[src/rtl/bellek_hakemi_pkg.sv]
// Shared types and constants for the bellek_hakemi memory arbiter.
package bellek_hakemi_pkg;

    // Default geometry of the shared data memory (veri_bellek)
    localparam int DEF_ADDR_W = 7;
    localparam int DEF_DATA_W = 32;

    // Port indices; also the encoding of the last-grant pointer and owner register
    localparam logic PORT_A = 1'b0;
    localparam logic PORT_B = 1'b1;

    // Sequencer states: idle, read issued, response held
    typedef enum logic [1:0] {
        BOSTA = 2'd0,
        OKU   = 2'd1,
        YANIT = 2'd2
    } durum_t;

endpackage

[src/rtl/bellek_hakemi_rr_secici.sv]
// 2-way round-robin grant picker. grant[0] selects port A, grant[1] port B.
// On a tie the port that was not granted last wins.
module rr_secici
    import bellek_hakemi_pkg::*;
(
    input  logic       a_valid,
    input  logic       b_valid,
    input  logic       son_port,
    output logic [1:0] grant
);

    // One-hot grant from the two request bits and the last-grant pointer
    always_comb begin
        // NOTE: every output of a combinational block gets a default first so no latch is inferred.
        grant = 2'b00;
        if (a_valid && b_valid) begin
            grant = (son_port == PORT_A) ? 2'b10 : 2'b01;
        end else if (a_valid) begin
            grant = 2'b01;
        end else if (b_valid) begin
            grant = 2'b10;
        end
    end

endmodule

[src/rtl/bellek_hakemi.sv]
// bellek_hakemi: arbiter and sequencer for the single-port data memory shared by
// port A (core load/store) and port B (loader / debug master).
// Define BELLEK_HAKEMI_SABIT_ONCELIK_EN for fixed priority (A always wins ties);
// the default build arbitrates round-robin.
module bellek_hakemi
    import bellek_hakemi_pkg::*;
#(
    parameter int ADDR_W = DEF_ADDR_W,
    parameter int DATA_W = DEF_DATA_W
) (
    input  logic              clk,
    input  logic              rst,

    input  logic              a_req_valid,
    output logic              a_req_ready,
    input  logic              a_req_we,
    input  logic [ADDR_W-1:0] a_req_addr,
    input  logic [DATA_W-1:0] a_req_wdata,
    output logic              a_rsp_valid,
    input  logic              a_rsp_ready,
    output logic [DATA_W-1:0] a_rsp_rdata,

    input  logic              b_req_valid,
    output logic              b_req_ready,
    input  logic              b_req_we,
    input  logic [ADDR_W-1:0] b_req_addr,
    input  logic [DATA_W-1:0] b_req_wdata,
    output logic              b_rsp_valid,
    input  logic              b_rsp_ready,
    output logic [DATA_W-1:0] b_rsp_rdata,

    output logic              mem_en,
    output logic              mem_we,
    output logic [ADDR_W-1:0] mem_addr,
    output logic [DATA_W-1:0] mem_wdata,
    input  logic [DATA_W-1:0] mem_rdata
);

    durum_t            durum, durum_next;
    logic              sahip;        // port that owns the read in flight
    logic              secici_ptr;   // pointer seen by the picker
    logic [1:0]        grant;
    logic              secilen_we;
    logic [DATA_W-1:0] a_tampon, b_tampon;

    rr_secici u_secici (
        .a_valid  (a_req_valid),
        .b_valid  (b_req_valid),
        .son_port (secici_ptr),
        .grant    (grant)
    );

    assign secilen_we  = grant[1] ? b_req_we : a_req_we;
    assign a_rsp_rdata = a_tampon;
    assign b_rsp_rdata = b_tampon;

`ifdef BELLEK_HAKEMI_SABIT_ONCELIK_EN
    // Fixed priority: a constant "B was last" pointer makes A win every tie
    assign secici_ptr = PORT_B;
`else
    logic son_port;

    // Last-grant pointer, advanced on every accepted request
    always_ff @(posedge clk or posedge rst) begin
        if (rst) begin
            son_port <= PORT_B;
        end else if (mem_en) begin
            son_port <= grant[1];
        end
    end

    assign secici_ptr = son_port;
`endif

    // State register and read-owner capture
    always_ff @(posedge clk or posedge rst) begin
        // NOTE: sequential state is updated with non-blocking assignments only.
        if (rst) begin
            durum <= BOSTA;
            sahip <= PORT_A;
        end else begin
            durum <= durum_next;
            if (durum == BOSTA && mem_en && !mem_we) begin
                sahip <= grant[1];
            end
        end
    end

    // Response buffers: memory read data lands in the owner's buffer during OKU
    always_ff @(posedge clk or posedge rst) begin
        if (rst) begin
            a_tampon <= '0;
            b_tampon <= '0;
        end else if (durum == OKU) begin
            if (sahip == PORT_A) begin
                a_tampon <= mem_rdata;
            end else begin
                b_tampon <= mem_rdata;
            end
        end
    end

    // Next state, handshakes and memory strobes; reset gates every strobe immediately
    always_comb begin
        durum_next  = durum;
        a_req_ready = 1'b0;
        b_req_ready = 1'b0;
        a_rsp_valid = 1'b0;
        b_rsp_valid = 1'b0;
        mem_en      = 1'b0;
        mem_we      = 1'b0;
        mem_addr    = '0;
        mem_wdata   = '0;
        unique case (durum)
            BOSTA: begin
                if (!rst && (grant != 2'b00)) begin
                    a_req_ready = grant[0];
                    b_req_ready = grant[1];
                    mem_en      = 1'b1;
                    mem_we      = secilen_we;
                    mem_addr    = grant[1] ? b_req_addr  : a_req_addr;
                    mem_wdata   = grant[1] ? b_req_wdata : a_req_wdata;
                    if (!secilen_we) begin
                        durum_next = OKU;
                    end
                end
            end
            OKU: begin
                durum_next = YANIT;
            end
            YANIT: begin
                a_rsp_valid = !rst && (sahip == PORT_A);
                b_rsp_valid = !rst && (sahip == PORT_B);
                if ((sahip == PORT_A) ? a_rsp_ready : b_rsp_ready) begin
                    durum_next = BOSTA;
                end
            end
            default: begin
                durum_next = BOSTA;
            end
        endcase
    end

endmodule
[config.mk]
export PLATFORM = sky130hd
export DESIGN_NAME = bellek_hakemi
export DESIGN_NICKNAME = d
export VERILOG_FILES = /design/src/rtl/bellek_hakemi_pkg.sv /design/src/rtl/bellek_hakemi_rr_secici.sv /design/src/rtl/bellek_hakemi.sv
export SDC_FILE = /design/constraint.sdc
export NUM_CORES = 1
export LEC_CHECK = 0
export CORE_ASPECT_RATIO = 0.8
export CORE_MARGIN = 2
export CORE_UTILIZATION = 36
export CTS_BUF_LIST = sky130_fd_sc_hd__clkbuf_2
export DETAILED_ROUTE_END_ITERATION = 16
export PLACE_DENSITY = 0.83
export SYNTH_ARGS = -nofsm -noshare
export SYNTH_HDL_FRONTEND = slang
export SYNTH_SLANG_ARGS = --single-unit
[constraint.sdc]
create_clock -name clk -period 2.1 [get_ports clk]
set_input_delay 0.21 -clock clk [delete_from_list [all_inputs] [get_ports clk]]
set_output_delay 0.21 -clock clk [all_outputs]
set_load 0.05 [all_outputs]
==> metrics <==
combinational cell fraction of total power 68.1%; final setup vio count 16; crit-path max FO 12; drt wl/cell between 15 and 20 um; P_leak 0.002744 uW; Crit. End Element output port; Synth-to-Final Area Change 107.6%; worst-case clock skew approximately 0.02 ns; Clock Latency Late Sink 0.49 ns; Detailed Route Iter0 Violations 100; num rows 30; Flop pwr share 24.4%; P_sw roughly 4900 uW; htree depth 3; crit path time final approximately 2.1 ns; Total Routing Usage GR 25.00%; number of synthesis warnings 0; Avg Inst Size Synth ~11 um2; failing checks negative setup slack; area of the multi-input gates 0.001694 mm2; FF+latch area between 0.0015 and 0.002 mm2; CP Data Arrival Time around 1.9 ns; placed cell count 633; cells on worst reg2reg path 4; flop2flop setup slack between 0.3 and 0.4 ns; post-route setup slack -0.04286 ns; Detail Route Antenna Nets 0; CTS tree yes; Initial Utilization 37.47%; Total Neg Setup Slack -0.2557 ns; die width 109.7 um; synthesized area 0.003221 mm2; switch share around half; DRT Wirelength 12,440 um; Yosys cell types 29; asr flop ratio synth 100.0%; Buffers on Ports 226; fmax approximately 0.47 GHz; IO Count 227; core area ~0.0086 mm2; CTS max path bufs 2; Pre-antenna DRT Iters 4; Die Height 88.60 um; vias in the first global route 3,524; status finished, violations left; initial antenna violation count 0; fillers around 530; total number of vias 3,228; Tightest Pin Transition 0.5805 ns; largest net degree at the start of global routing 27; Clk Tree Root Cell clkbuf_2; RSZ-0062 raised after global routing yes; Worst Path Required around 1.9 ns; Antenna Cells 0; crit path kind reg -> out; Pins Over Slew Limit 0; Non-Filler Instances roughly 660; Int Pwr between 4000 and 5000 uW; TritonCTS Sinks 68; VDD IR max 1.102 mV; hold crit path type in -> async; fin crit share 102.0%; RR Endpoint a_rsp_rdata[1]; top_reg_cell synth dfrtp_1; # DRC 0; CTS hold repair buffers 0; Synth Instances 299; power share of the clock group 7.5%; Startpoint Class flop; worst r2r src durum[1]; count of flip-flops with a built-in enable after synthesis 0; Post-Syn Nets 417; max-cap violations 0; first-pass GRT wire length between 15,000 and 20,000 um; die area 0.009723 mm2; synthesized flop and latch total 68; Final Hold Vio Count 0; sequential area share after synthesis 52.87%; Rel. slew slack 61.18%; Detail Placement HPWL 9116 um; share of cells above drive strength 1 27.52%; clock slew at reported path FFs 0.18 ns; pwr/cell area 1442 mW/mm2; Overflow after GRT 0; CTS Buf Count 9; Layout Nets 658; DR vias/cell 4.913; GP Congestion a little under 0.9
## routing by layer
layer,part of all wire (%),track usage (%),up-vias
li1,-,-,1501
met5,0,0,-
met2,54,43.21,123
met1,38,28.56,1574
met4,2.7,11.05,0
met3,5.5,8.027,30
## stage by stage
step	power [uW]	hold WS [ns]	instance area, um2	util, %	worst slack (ns)
after global placement	8445	0.4666	6177	71.86	0.1198
after detailed placement	8592	0.4755	6177	71.86	0.08511
after CTS	9574	0.2422	6585	76.61	-0.06432
after global routing	10060	0.2529	6685	77.77	-0.1786
after floorplan	6022	0.3417	3233	-	0.05216
final	9637	0.2866	6685	77.77	-0.04286
## flip-flops by register name, indices dropped and copies added (netlist names)
signal / cells
a_rsp_rdata: 32
durum: 2
secici_ptr: 1
sahip: 1
b_rsp_rdata: 32
## power groups by stage
stage                     clock, uW  combinational, uW  sequential [uW]
after floorplan                   0               1560             4460
after global placement            0               6130             2310
after detailed placement          0               6210             2380
after CTS                       755               6480             2340
after global routing            819               6810             2420
final                           725               6560             2350
## placed cells by master, fill, tap and decap left out, types with 2 or more instances in the layout
master,count
buf_4,11
clkinv_2,2
mux2_1,60
buf_12,52
nand2_1,74
a21oi_2,30
buf_6,4
dfrtp_1,65
nand2_2,7
dfrtp_2,2
clkbuf_2,11
inv_2,2
mux2_2,4
inv_1,2
clkdlybuf4s50_1,181
a21oi_4,10
nor2_4,2
## area by class of cell
| type | count | area share, % |
|---|---|---|
| flip-flops and latches | 68 | 25.51 |
| well taps | 112 | 2.096 |
| clock buffers | 11 | 0.8235 |
| multi-input cells | 207 | 25.34 |
| inverters | 4 | 0.2246 |
| clock inverters | 5 | 0.7861 |
| repair buffers | 250 | 45.22 |
## worst max-delay path, cell delays in order (launching register included)
cell and delay, ns:
dfstp_2 0.59, a21bo_4 0.22, buf_12 0.16, nand2_1 0.11, a21oi_4 0.20, buf_12 0.15
## cell usage after synthesis (2+ instances only)
cell type / number / share of area, %
mux2_1: 60 / 21
mux2i_1: 2 / 0.62
inv_1: 4 / 0.47
buf_4: 6 / 1.4
nand2_1: 81 / 9.4
a21oi_1: 41 / 6.4
nor2_1: 2 / 0.23
buf_2: 8 / 1.2
mux2_2: 4 / 1.4
clkbuf_1: 6 / 0.70
dfrtp_1: 67 / 52
## timing repair
action / 4_1_cts / 5_1_grt
cloned: 2 / 0
setup endpoints to repair: 42 / 42
setup buffers: 5 / 1
gates resized for setup: 55 / 25
pin swaps: 24 / 13
## logic make-up (layout without fill, tap and decap cells)
family,after synthesis,in the layout,share of synthesized area [%]
multiplexers,66,66,23.00
buffers and inverters,24,270,3.807
AND/OR/NAND/NOR,92,92,12.04
flip-flops,68,68,52.88
AO/OA/AOI/OAI,49,49,8.275
## worst max-delay path by stage
stage | from | endpoint | slack (ns) | cells past startpoint
detailed placement | b_req_valid | mem_wdata[14] | 0.09 | 6
global route | secici_ptr | mem_we | -0.18 | 6
floorplan | durum[0] | mem_addr[1] | 0.05 | 4
global placement | b_req_valid | mem_wdata[14] | 0.12 | 6
finish | secici_ptr | mem_wdata[30] | -0.04 | 5
CTS | secici_ptr | mem_wdata[14] | -0.06 | 6
(Power assumes the default switching activity.)
